**src/rtl/apb_pkg.sv**
```systemverilog
// Shared definitions for the two-port APB master: FSM state encoding and
// default bus/timeout parameters.
package apb_pkg;

   typedef enum logic [1:0] {
      IDLE   = 2'd0,
      SETUP  = 2'd1,
      ACCESS = 2'd2,
      DONE   = 2'd3
   } apb_state_t;

   localparam int unsigned APB_ADDR_W      = 8;
   localparam int unsigned APB_DATA_W      = 8;
   localparam int unsigned APB_TIMEOUT_CYC = 16;

endpackage

```
**src/rtl/apb_rr_arbiter.sv**
```systemverilog
// Two-way round-robin arbiter. The pointer remembers the last granted
// requester and only moves when the master finishes a transfer.
module apb_rr_arbiter
   import apb_pkg::*;
(
   input  logic       pclk,
   input  logic       presetn,
   input  logic [1:0] i_req,
   input  logic       i_advance,
   input  logic       i_gnt_idx,
   output logic [1:0] o_gnt,
   output logic       o_last
);

   logic r_last;

   // Reset value 1 means "requester 1 was served last", so requester 0 wins first.
   always_ff @(posedge pclk or negedge presetn) begin
      if (!presetn) begin
         r_last <= 1'b1;
      end else if (i_advance) begin
         r_last <= i_gnt_idx;
      end
   end

   always_comb begin
      o_gnt = 2'b00;
      case (i_req)
         2'b01:   o_gnt = 2'b01;
         2'b10:   o_gnt = 2'b10;
         2'b11:   o_gnt = r_last ? 2'b01 : 2'b10;
         default: o_gnt = 2'b00;
      endcase
   end

   assign o_last = r_last;

endmodule

```
**src/rtl/apb_arb_master.sv**
```systemverilog
// Two-port APB master: round-robin arbitration between two requesters,
// SETUP/ACCESS sequencing, pready wait with programmable timeout abort.
module apb_arb_master
   import apb_pkg::*;
#(
   parameter int ADDR_W      = APB_ADDR_W,
   parameter int DATA_W      = APB_DATA_W,
   parameter int TIMEOUT_CYC = APB_TIMEOUT_CYC
) (
   input  logic              pclk,
   input  logic              presetn,
   input  logic              req0,
   input  logic              we0,
   input  logic [ADDR_W-1:0] addr0,
   input  logic [DATA_W-1:0] wdata0,
   output logic              done0,
   output logic              err0,
   output logic [DATA_W-1:0] rdata0,
   input  logic              req1,
   input  logic              we1,
   input  logic [ADDR_W-1:0] addr1,
   input  logic [DATA_W-1:0] wdata1,
   output logic              done1,
   output logic              err1,
   output logic [DATA_W-1:0] rdata1,
   output logic              psel,
   output logic              penable,
   output logic              pwrite,
   output logic [ADDR_W-1:0] paddr,
   output logic [DATA_W-1:0] pwdata,
   input  logic [DATA_W-1:0] prdata,
   input  logic              pready,
   output logic [1:0]        o_state
);

   localparam int CNT_W = $clog2(TIMEOUT_CYC + 1);
   localparam logic [CNT_W-1:0] CNT_LAST = CNT_W'(TIMEOUT_CYC - 1);

   apb_state_t        r_state;
   apb_state_t        w_next;
   logic [1:0]        w_req;
   logic [1:0]        w_gnt;
   logic              w_advance;
   logic              w_last;
   logic              w_timeout;
   logic              r_gidx;
   logic [CNT_W-1:0]  r_cnt;
   logic [ADDR_W-1:0] r_paddr;
   logic              r_pwrite;
   logic [DATA_W-1:0] r_pwdata;
   logic [1:0]        r_done;
   logic [1:0]        r_err;
   logic [DATA_W-1:0] r_rdata0;
   logic [DATA_W-1:0] r_rdata1;

   assign w_req     = {req1, req0};
   assign w_advance = (r_state == DONE);
   assign w_timeout = (r_cnt == CNT_LAST);

   apb_rr_arbiter u_arb (
      .pclk      (pclk),
      .presetn   (presetn),
      .i_req     (w_req),
      .i_advance (w_advance),
      .i_gnt_idx (r_gidx),
      .o_gnt     (w_gnt),
      .o_last    (w_last)
   );

   always_ff @(posedge pclk or negedge presetn) begin
      if (!presetn) begin
         r_state <= IDLE;
      end else begin
         r_state <= w_next;
      end
   end

   always_comb begin
      w_next = r_state;
      case (r_state)
         IDLE:    if (|w_req) w_next = SETUP;
         SETUP:   w_next = ACCESS;
         ACCESS:  if (pready || w_timeout) w_next = DONE;
         DONE:    w_next = IDLE;
         default: w_next = IDLE;
      endcase
   end

   // done/err are set on the ACCESS->DONE edge so they are high exactly in DONE.
   always_ff @(posedge pclk or negedge presetn) begin
      if (!presetn) begin
         r_gidx   <= 1'b0;
         r_cnt    <= '0;
         r_paddr  <= '0;
         r_pwrite <= 1'b0;
         r_pwdata <= '0;
         r_done   <= 2'b00;
         r_err    <= 2'b00;
         r_rdata0 <= '0;
         r_rdata1 <= '0;
      end else begin
         r_done <= 2'b00;
         r_err  <= 2'b00;
         case (r_state)
            IDLE: begin
               if (|w_req) begin
                  r_gidx   <= w_gnt[1];
                  r_paddr  <= w_gnt[1] ? addr1  : addr0;
                  r_pwrite <= w_gnt[1] ? we1    : we0;
                  r_pwdata <= w_gnt[1] ? wdata1 : wdata0;
                  r_cnt    <= '0;
               end
            end
            ACCESS: begin
               if (pready) begin
                  r_done[r_gidx] <= 1'b1;
                  if (!r_pwrite) begin
                     if (r_gidx) r_rdata1 <= prdata;
                     else        r_rdata0 <= prdata;
                  end
               end else if (w_timeout) begin
                  r_done[r_gidx] <= 1'b1;
                  r_err[r_gidx]  <= 1'b1;
                  if (r_gidx) r_rdata1 <= '0;
                  else        r_rdata0 <= '0;
               end else begin
                  r_cnt <= r_cnt + CNT_W'(1);
               end
            end
            default: ;
         endcase
      end
   end

   assign psel    = (r_state == SETUP) || (r_state == ACCESS);
   assign penable = (r_state == ACCESS);
   assign pwrite  = r_pwrite;
   assign paddr   = r_paddr;
   assign pwdata  = r_pwdata;
   assign done0   = r_done[0];
   assign done1   = r_done[1];
   assign err0    = r_err[0];
   assign err1    = r_err[1];
   assign rdata0  = r_rdata0;
   assign rdata1  = r_rdata1;
   assign o_state = r_state;

   logic w_unused;
   assign w_unused = w_last;

endmodule

```
**config.mk**
```make
export PLATFORM = sky130hd
export DESIGN_NAME = apb_arb_master
export DESIGN_NICKNAME = d
export VERILOG_FILES = /design/src/rtl/apb_pkg.sv /design/src/rtl/apb_rr_arbiter.sv /design/src/rtl/apb_arb_master.sv
export SDC_FILE = /design/constraint.sdc
export NUM_CORES = 1
export LEC_CHECK = 0
export ABC_AREA = 1
export ABC_CLOCK_PERIOD_IN_PS = 2000
export BUFFER_PORTS_ARGS = -buffer_cell sky130_fd_sc_hd__buf_2
export CAP_MARGIN = 10
export CELL_PAD_IN_SITES_DETAIL_PLACEMENT = 1
export CELL_PAD_IN_SITES_GLOBAL_PLACEMENT = 1
export CORE_MARGIN = 5
export CORE_UTILIZATION = 25
export CTS_CLUSTER_SIZE = 14
export DETAILED_ROUTE_END_ITERATION = 8
export PLACE_DENSITY = 0.68
export SYNTH_ARGS = -nofsm -noshare
export SYNTH_HDL_FRONTEND = slang
export SYNTH_SLANG_ARGS = --single-unit
```
**constraint.sdc**
```tcl
create_clock -name pclk -period 2 [get_ports pclk]
set_input_delay 0.4 -clock pclk [delete_from_list [all_inputs] [get_ports pclk]]
set_output_delay 0.4 -clock pclk [all_outputs]
set_load 0.1 [all_outputs]
```
==> results of run 1 <==
[per-layer routing]
metal	share of wire	vias up	track usage
met2	0.48	63	0.2031
li1	-	980	-
met5	0	-	0
met3	0.077	5	0.03721
met1	0.43	930	0.1497
met4	0.0090	0	0.02725
[worst max-delay path, stage by stage, from the launching register on]
cell	delay [ns]
dfrtp_4	0.51
inv_1	0.15
ha_4	0.16
buf_4	0.16
buf_12	0.18
[cell type report]
| class | instances | share of cell area |
|---|---|---|
| Clock buffer | 5 | 0.02378 |
| Multi-Input combinational cell | 167 | 0.3000 |
| Timing Repair Buffer | 93 | 0.1807 |
| Clock inverter | 3 | 0.01383 |
| Tap cell | 105 | 0.04540 |
| Sequential cell | 46 | 0.3999 |
| Inverter | 28 | 0.03632 |
[synthesized netlist by cell type, drive strengths merged (2+ instances only)]
cell type	count
clkbuf	2
nor2	5
ha	6
nand2	103
a21oi	2
o21ai	15
inv	28
buf	5
dfrtp	45
nor3	2
o211ai	17
nand3	5
nand3b	8
[final timing paths]
path,from,depth (start not counted),end
setup / recovery,o_state[0]$_DFFE_PN0P_,4,penable
hold / removal,presetn,1,rdata1[0]$_DFFE_PN0P_
setup reg to reg,r_cnt[0]$_DFFE_PN0P_,10,r_cnt[2]$_DFFE_PN0P_
hold reg to reg,rdata0[4]$_DFFE_PN0P_,2,rdata0[4]$_DFFE_PN0P_
max in group asynchronous,presetn,2,paddr[0]$_DFFE_PN0P_
min in group pclk,wdata1[5],3,pwdata[5]$_DFFE_PN0P_
[stage by stage]
step                instance area [um2]  setup slack, ns    util  cells  hold slack, ns
floorplan                          2162        0.0002227       -    248          0.1044
global placement                   2758           0.1753  0.3323    438          0.4108
detailed placement                 2758          0.04569  0.3323    438          0.4158
CTS                                2867          0.04304  0.3454    446         0.07458
global route                       2894          0.04718  0.3487    447         0.09778
finish                             2894           0.1446  0.3487    447         0.06906
[cell families after synthesis]
logic type	synth area share
and+or+nand+nor	0.2535
DFF	0.5380
AOI/OAI and AO/OA	0.1010
adders and majority gates	0.03505
muxes	0.005257
buffers and inverters	0.06717
[what timing repair did]
action,in CTS,in global routing
gates resized for setup,0,2
buffers inserted,0,1
hold buffers,0,0
setup endpoints to repair,0,20
[sequential cells by signal, indices dropped and copies added, names as in the netlist]
name / flops
o_state: 2
paddr: 8
pwdata: 8
pwrite: 1
r_cnt: 5
r_done: 2
r_err: 2
r_gidx: 1
rdata0: 8
rdata1: 8
u_arb.o_last: 1
==> impl_results.md, run 1 <==
- Residual DRC: 0
- Status: finished clean
- Initial antenna violation count: 0
- Drt pass-1 iters: 4
- Final hold violations: 0
- Sequential cell area: 0.001157 mm2
- Most frequent cells in the layout: nand2_1 (101), buf_2 (85), dfrtp_1 (43)
- Worst R2R Setup Slack: 0.23 ns
- Root buffer cell: clkbuf_8
- Worst-margin pin slew: 0.5225 ns
- Synth top area share: 0.5257
- Final GP Congestion: 0.6940
- Hpwl dp: about 4.6 mm
- Hold crit path type: in2async
- # fillers: 1,017
- Post-synth EDFFs: 0
- Crit start category: register
- Share of cells above drive strength 1: 0.3421
- Worst path arrival time: 1.46 ns
- Critical path peak fanout: 7
- CP Capture Type: output pin
- Starting DRC count in detailed routing: 32
- Antenna Cells: 0
- Area growth from synthesis to final layout: 35.11%
- Initial core utilization: 0.2581
- Max Cap Violations: 0
- Mapped Area: 0.002142 mm2
- Leading area contributor after synthesis: dfrtp_1
- Setup CP Type: reg2out
- Req. time, crit path: 1.60 ns
- DR vias: 1,978
- Die W: 102.6 um
- Total gr overflow: 0
- Seq/Total Area, Yosys: 0.5380
- Total GRT Usage: 0.1198
- Clock sink total: 46
- NumNets Final: just under 400
- Crit share post-route: 0.9277
- CTS tree: done
- Commonest non-fill, non-tap cell in the layout: nand2_1
- CORE AREA: 0.008299 mm2
- DIE HEIGHT: 102.6 um
- RSZ-0062 raised after global routing: false
- IO Port Bufs: 87
- Gate count after technology mapping: 248
- Worst Clk Skew: between 0.006 and 0.007 ns
- Worst-Skew Late Latency: 0.29 ns
- Max-slew headroom: 0.6517
- Final Max Tran Viols: 0
- Avg WL per Cell: 13.11 um
- Worst-path clk slew: about 0.090 ns
- FP Rows: 33
- Flops & latches, synth: 46
- Yosys cell types: 26
- Vias in the first global route: 2,110
- Die ar.: 0.01052 mm2
- Async SR Flop Fraction: 1.000
- Synth top area cells: dfrtp_1 (53%), nand2_1 (18%), o211ai_1 (6.0%), inv_1 (4.4%), ha_1 (3.5%)
- I/O pin cnt: 88
- Global-route wire length before repair: between 10 and 15 mm
- Syn_nets: between 300 and 400
- Clock tree buffer depth: 2
- Fmax: 539.0 MHz
- Antenna viol nets, final: 0
- Final Setup Violations: 0
- Setup TNS Final: 0 ns
- Ys flop type: dfrtp_1
- Num CTS Buffers: 5
- Mean post-synth cell area: between 8 and 9 um2
- H-tree levels: 2
- Largest net degree at the start of global routing: 35
- Footprint of the multi-input gates: 868.3 um2
- Drt via density: 4.425
- Synth warnings: 0
- Fin crit period: 1.855 ns
- Final wirelength: 5.861 mm
Power of run 1 is left out: the tool's default activity adds up to more than one toggle a clock period on the data nets, which glitch-free logic cannot reach.
==> run 2: changes to the inputs <==
--- a/config.mk
+++ b/config.mk
@@ -12,10 +12,10 @@
 export CELL_PAD_IN_SITES_DETAIL_PLACEMENT = 1
 export CELL_PAD_IN_SITES_GLOBAL_PLACEMENT = 1
 export CORE_MARGIN = 5
-export CORE_UTILIZATION = 25
+export CORE_UTILIZATION = 34
 export CTS_CLUSTER_SIZE = 14
 export DETAILED_ROUTE_END_ITERATION = 8
-export PLACE_DENSITY = 0.68
+export PLACE_DENSITY = 0.86
 export SYNTH_ARGS = -nofsm -noshare
 export SYNTH_HDL_FRONTEND = slang
 export SYNTH_SLANG_ARGS = --single-unit
==> run 2 against run 1 <==
Non-clock buffer count up 1; largest cell class unchanged; register-to-register slack about the same; clock skew up 0.0062 ns; design area down 1.4%; cell count down 6.0%; die area down 24%; sequential cell count unchanged; worst hold slack worse by 0.026 ns.
==> impl_results.md, run 2 (synthesis results as in run 1) <==
- Slowest cell delay on critical path: 0.50 ns (was 0.51 ns)
- I/O pin cnt: 88 (unchanged)
- Final Max Tran Viols: 0 (unchanged)
- Timing startpoint of the critical path: o_state[0]$_DFFE_PN0P_ (unchanged)
- Worst-path clk slew: 0.10 ns (was 0.09 ns)
- Final hold violations: 0 (unchanged)
- Max Cap Violations: 0 (unchanged)
- Total gr overflow: 0 (unchanged)
- Avg WL per Cell: 13.97 um (was 13.11 um)
- CP Cell Sequence: inv_1 > ha_2 > buf_12 (was inv_1 > ha_4 > buf_4 > buf_12)
- FP Rows: 29 (was 33)
- Root buffer cell: clkbuf_8 (unchanged)
- NumNets Final: 395 (was 394)
- CTS tree: done (unchanged)
- Non-filler cells, final: 420 (was 447)
- Vias in the first global route: 2,176 (was 2,110)
- Worst path arrival time: 1.45 ns (was 1.46 ns)
- Die W: 89.38 um (was 102.6 um)
- Final GP Congestion: 0.8146 (was 0.6940)
- Worst Clk Skew: 0.01297 ns (was 0.006768 ns)
- Fin Hold WS: 0.04300 ns (was 0.06906 ns)
- H-tree levels: 2 (unchanged)
- Share of cells above drive strength 1: 0.3469 (was 0.3421)
- DR vias: 2,001 (was 1,978)
- Crit path max-delay family: flip-flops (unchanged)
- Global-route wire length before repair: 9.804 mm (was 10.04 mm)
- Req. time, crit path: 1.60 ns (about the same)
- Clock tree buffer depth: 2 (unchanged)
- Worst-margin pin slew: 0.5009 ns (was 0.5225 ns)
- Crit share post-route: 0.9226 (was 0.9277)
- RSZ-0062 raised after global routing: false (unchanged)
- WP buf/inv: 2 (was 3)
- Worst-Skew Late Latency: 0.31 ns (was 0.29 ns)
- Hpwl dp: 4.576 mm (was 4.642 mm)
- Final wirelength: 5.868 mm (was 5.861 mm)
- Status: finished clean (unchanged)
- Final Core Density: 0.4571 (was 0.3487)
- Critical path peak fanout: 4 (was 7)
- DIE HEIGHT: 89.38 um (was 102.6 um)
- Crit start category: register (unchanged)
- Initial core utilization: 0.3432 (was 0.2581)
- Clock sink total: 46 (unchanged)
- Most frequent cells in the layout: nand2_1 (100), buf_2 (85), dfrtp_1 (43) (was nand2_1 (101), buf_2 (85), dfrtp_1 (43))
- Total GRT Usage: 0.1576 (was 0.1198)
- Drt via density: 4.764 (was 4.425)
- Worst r2r src: r_cnt[0]$_DFFE_PN0P_ (unchanged)
- Drt pass-1 iters: 4 (unchanged)
- Area growth from synthesis to final layout: 33.18% (was 35.11%)
- Initial antenna violation count: 0 (unchanged)
- Max-slew headroom: 0.6660 (was 0.6517)
- Setup CP Type: reg2out (unchanged)
- IO Port Bufs: 87 (unchanged)
- Slowest CP cell: dfrtp_4 (unchanged)
- Residual DRC: 0 (unchanged)
- Starting DRC count in detailed routing: 26 (was 32)
- Fin crit period: 1.845 ns (was 1.855 ns)
- CORE AREA: 0.006241 mm2 (was 0.008299 mm2)
- Commonest non-fill, non-tap cell in the layout: nand2_1 (unchanged)
- Cells after DPL: 410 (was 438)
- Final Setup Violations: 0 (unchanged)
- Fmax: 542.0 MHz (was 539.0 MHz)
- Antenna Cells: 0 (unchanged)
- Num CTS Buffers: 5 (unchanged)
- # hold bufs at CTS: 0 (unchanged)
- Hold crit path type: in2async (unchanged)
- Antenna viol nets, final: 0 (unchanged)
- Die ar.: 0.007988 mm2 (was 0.01052 mm2)
- Largest net degree at the start of global routing: 36 (was 35)
- CP Capture Type: output pin (unchanged)
==> run 2: cell count changes in the layout (fill, tap and decap cells not counted), sizes merged <==
cell / delta
buf: +1
bufinv: -1
clkinvlp: +2
clkinv: -2
inv: +1
==> run 2: metrics by stage <==
stage                     area (um2)  setup slack (ns)  setup TNS [ns]
after floorplan                 2162         0.0002227               0
after global placement          2723            0.1711               0
after detailed placement        2723         -0.008141       -0.008141
after CTS                       2818            0.1126               0
after global routing            2853           0.04325               0
final                           2853            0.1548               0
==> run 2: timing repair <==
action,in CTS,in global routing
pin swaps,0,1
setup buffers,0,2
endpoints found under the hold margin,0,0
gates resized for setup,1,2
setup endpoints to repair,3,18
==> run 2: path summary, 6_finish.rpt <==
kind | to | slack, ns | cells after the start
min | rdata0[7]$_DFFE_PN0P_ | 0.04 | 1
max | psel | 0.15 | 3
min in group pclk | paddr[4]$_DFFE_PN0P_ | 0.34 | 3
max in group asynchronous | o_state[0]$_DFFE_PN0P_ | 1.35 | 2
min reg2reg | rdata0[2]$_DFFE_PN0P_ | 0.48 | 2
max reg2reg | rdata0[6]$_DFFE_PN0P_ | 0.23 | 10
==> run 2: layout make-up <==
cell class                 instances  area [um2]
inverter                          28       105.1
timing repair buffer              94       530.5
sequential                        46        1157
clock buffer                       5       68.82
tap                               77       96.34
clock inverter                     3       23.77
multi-input combinational        167       870.8
fill                             774        3388
==> run 2: layer usage <==
layer | routed length, um | global-route usage | vias to the layer above
met5 | 0 | 0 | -
met2 | 2990 | 0.2954 | 58
met3 | 376 | 0.02396 | 6
li1 | - | - | 977
met1 | 2446 | 0.1829 | 960
met4 | 53 | 0.04871 | 0
==> run 2: worst register-to-register path, stage by stage, from the launching register on <==
cell,delay [ns]
dfrtp_1,0.42
ha_1,0.18
nand2_1,0.07
nor2_1,0.11
ha_1,0.23
nor2_4,0.07
nor3_4,0.22
buf_12,0.15
nand2_4,0.08
nand2_1,0.09
nand2_1,0.05
Power of run 2 is left out for the same reason.
==> run 3: changes to the inputs <==
--- a/config.mk
+++ b/config.mk
@@ -6,16 +6,16 @@
 export NUM_CORES = 1
 export LEC_CHECK = 0
 export ABC_AREA = 1
-export ABC_CLOCK_PERIOD_IN_PS = 2000
+export ABC_CLOCK_PERIOD_IN_PS = 1650
 export BUFFER_PORTS_ARGS = -buffer_cell sky130_fd_sc_hd__buf_2
 export CAP_MARGIN = 10
 export CELL_PAD_IN_SITES_DETAIL_PLACEMENT = 1
 export CELL_PAD_IN_SITES_GLOBAL_PLACEMENT = 1
 export CORE_MARGIN = 5
-export CORE_UTILIZATION = 34
+export CORE_UTILIZATION = 31
 export CTS_CLUSTER_SIZE = 14
 export DETAILED_ROUTE_END_ITERATION = 8
-export PLACE_DENSITY = 0.86
+export PLACE_DENSITY = 0.83
 export SYNTH_ARGS = -nofsm -noshare
 export SYNTH_HDL_FRONTEND = slang
 export SYNTH_SLANG_ARGS = --single-unit
==> constraint.sdc (replaced) <==
create_clock -name pclk -period 1.65 [get_ports pclk]
set_input_delay 0.33 -clock pclk [delete_from_list [all_inputs] [get_ports pclk]]
set_output_delay 0.33 -clock pclk [all_outputs]
set_load 0.1 [all_outputs]
==> run 3 against run 2 <==
Sequential share of layout area is 2.4 points lower; sequential cell count did not move; die area is 8.6% higher; wire length grew 4.1%; first-iteration DRC count decreased by 3.8%; non-clock buffer count increased by 11; design area up 6.7%; register-to-register slack got worse by 0.21 ns; global-route usage fell by 0.90 points; critical path depth rose by 6; clock-buffer cell count grew 2.
==> impl_results.md, run 3 (synthesis results as in run 1) <==
- Final wirelength: 6.110 mm (was 5.868 mm)
- RSZ-0062 raised after global routing: true (was false)
- Share of cells above drive strength 1: 0.4040 (was 0.3469)
- Residual DRC: 0 (unchanged)
- Vias in the first global route: 2,214 (was 2,176)
- NumNets Final: 406 (was 395)
- DR vias: 2,038 (was 2,001)
- Drt via density: 4.696 (was 4.764)
- Hold crit path type: in2reg (was in2async)
- Top routing layer used: met4 (unchanged)
- Num CTS Buffers: 5 (unchanged)
- Setup CP Type: reg2reg (was reg2out)
- Final Core Density: 0.4506 (was 0.4571)
- Clock tree buffer depth: 2 (unchanged)
- Hpwl dp: 4.889 mm (was 4.576 mm)
- Avg WL per Cell: 14.08 um (was 13.97 um)
- Final Max Tran Viols: 0 (unchanged)
- Antenna Cells: 0 (unchanged)
- Final GP Congestion: 0.8280 (was 0.8146)
- Worst-margin pin slew: 0.5004 ns (was 0.5009 ns)
- DRT met1 WL: 2.557 mm (was 2.446 mm)
- Worst-Skew Late Latency: 0.29 ns (was 0.31 ns)
- Slowest cell delay on critical path: 0.36 ns (was 0.50 ns)
- Antenna viol nets, final: 0 (unchanged)
- CP Cell Sequence: ha_2 > nand2_2 > nor2_2 > ha_2 > nor2_4 > nor3_4 > buf_6 > nand3b_1 > nand2_1 (was inv_1 > ha_2 > buf_12)
- Global-route wire length before repair: 10.27 mm (was 9.804 mm)
- Met2 WL: 2.980 mm (was 2.990 mm)
- I/O pin cnt: 88 (unchanged)
- Root buffer cell: clkbuf_8 (unchanged)
- Total GRT Usage: 0.1486 (was 0.1576)
- Placement Setup Slack: -0.1302 ns (was -0.008141 ns)
- Most frequent cells in the layout: nand2_1 (91), buf_2 (85), dfrtp_1 (42) (was nand2_1 (100), buf_2 (85), dfrtp_1 (43))
- Req. time, crit path: 1.89 ns (was 1.60 ns)
- Max-slew headroom: 0.6687 (was 0.6660)
- Final hold violations: 0 (unchanged)
- Initial antenna violation count: 0 (unchanged)
- Worst Clk Skew: 0.007320 ns (was 0.01297 ns)
- DIE HEIGHT: 93.13 um (was 89.38 um)
- Max Cap Violations: 0 (unchanged)
- Slowest CP cell: dfrtp_1 (was dfrtp_4)
- Metal3 WL: 529 um (was 376 um)
- Crit start category: register (unchanged)
- Critical path peak fanout: 7 (was 4)
- CORE AREA: 0.006756 mm2 (was 0.006241 mm2)
- CP Capture Type: register (was output pin)
- Final Setup Violations: 0 (unchanged)
- Largest net degree at the start of global routing: 36 (unchanged)
- WP buf/inv: 1 (was 2)
- Clock sink total: 46 (unchanged)
- Commonest non-fill, non-tap cell in the layout: nand2_1 (unchanged)
- Total gr overflow: 0 (unchanged)
- H-tree levels: 2 (unchanged)
- Status: finished clean (unchanged)
- Die W: 93.13 um (was 89.38 um)
- Setup TNS Final: 0 ns (unchanged)
- # fillers: 850 (was 774)
- Initial core utilization: 0.3170 (was 0.3432)
- Top cell by count, worst path: ha_2
- Drt pass-1 iters: 4 (unchanged)
- Starting DRC count in detailed routing: 25 (was 26)
- Fin crit period: 1.627 ns
- FP Rows: 30 (was 29)
- Cells after DPL: 419 (was 410)
- Non-filler cells, final: 434 (was 420)
- Crit path max-delay family: simple AND/OR/NAND/NOR gates (was flip-flops)
- Die ar.: 0.008672 mm2 (was 0.007988 mm2)
- Crit share post-route: 0.9861
- CTS tree: done (unchanged)
- Worst path arrival time: 1.86 ns (was 1.45 ns)
- Setup WS post-layout: 0.02291 ns (was 0.1548 ns)
- Area growth from synthesis to final layout: 42.11% (was 33.18%)
- Fmax: about 610 MHz
- Worst-path clk slew: 0.08 ns (was 0.10 ns)
- IO Port Bufs: 87 (unchanged)
-- run 3: final timing paths --
path	from	slack, ns	cells after the start	endpoint
hold / removal	addr1[2]	0.28	3	paddr[2]$_DFFE_PN0P_
max in group asynchronous	presetn	0.54	3	u_arb.o_last$_DFFE_PN1N_
setup / recovery	r_cnt[1]$_DFFE_PN0P_	0.02	9	rdata0[3]$_DFFE_PN0P_
min in group asynchronous	presetn	0.53	2	rdata1[0]$_DFFE_PN0P_
hold reg to reg	rdata0[2]$_DFFE_PN0P_	0.47	2	rdata0[2]$_DFFE_PN0P_
setup reg to reg	r_cnt[1]$_DFFE_PN0P_	0.02	9	rdata0[3]$_DFFE_PN0P_
-- run 3: layer usage --
| layer | vias up | GRT usage |
|---|---|---|
| met5 | - | 0 |
| met4 | 0 | 0.02930 |
| met3 | 6 | 0.05229 |
| met1 | 953 | 0.1711 |
| met2 | 78 | 0.2663 |
| li1 | 1001 | - |
-- run 3: worst reg2reg max path: cells and delay by family (launching register included) --
family / cells / cell delay, ns
simple gates: 6 / 0.65
fa+ha+maj: 2 / 0.40
flops: 1 / 0.36
buf+inv: 1 / 0.17
-- run 3: layout make-up --
class / instances / area [um2] / share of cell area
Sequential cell: 46 / 1161 / 0.3814
Multi-Input combinational cell: 167 / 933.4 / 0.3066
Timing Repair Buffer: 105 / 648.1 / 0.2129
Inverter: 28 / 110.1 / 0.03617
Tap cell: 80 / 100.1 / 0.03288
Clock buffer: 7 / 86.33 / 0.02836
Clock inverter: 1 / 5.005 / 0.001644
-- run 3: metrics by stage --
step                      hold WS (ns)  instance area [um2]
after CTS                       0.2782                 3004
final                           0.2848                 3044
after global placement          0.2896                 2830
after floorplan                0.03441                 2190
after detailed placement        0.2983                 2830
after global routing            0.2776                 3044
-- run 3: repair_timing --
item,in CTS,in global routing
endpoints found under the hold margin,15,0
pin swaps,4,14
endpoints found under the setup margin,23,22
setup buffers,4,2
resized for setup,11,12
hold buffers,1,0
Power of run 3 is left out for the same reason.
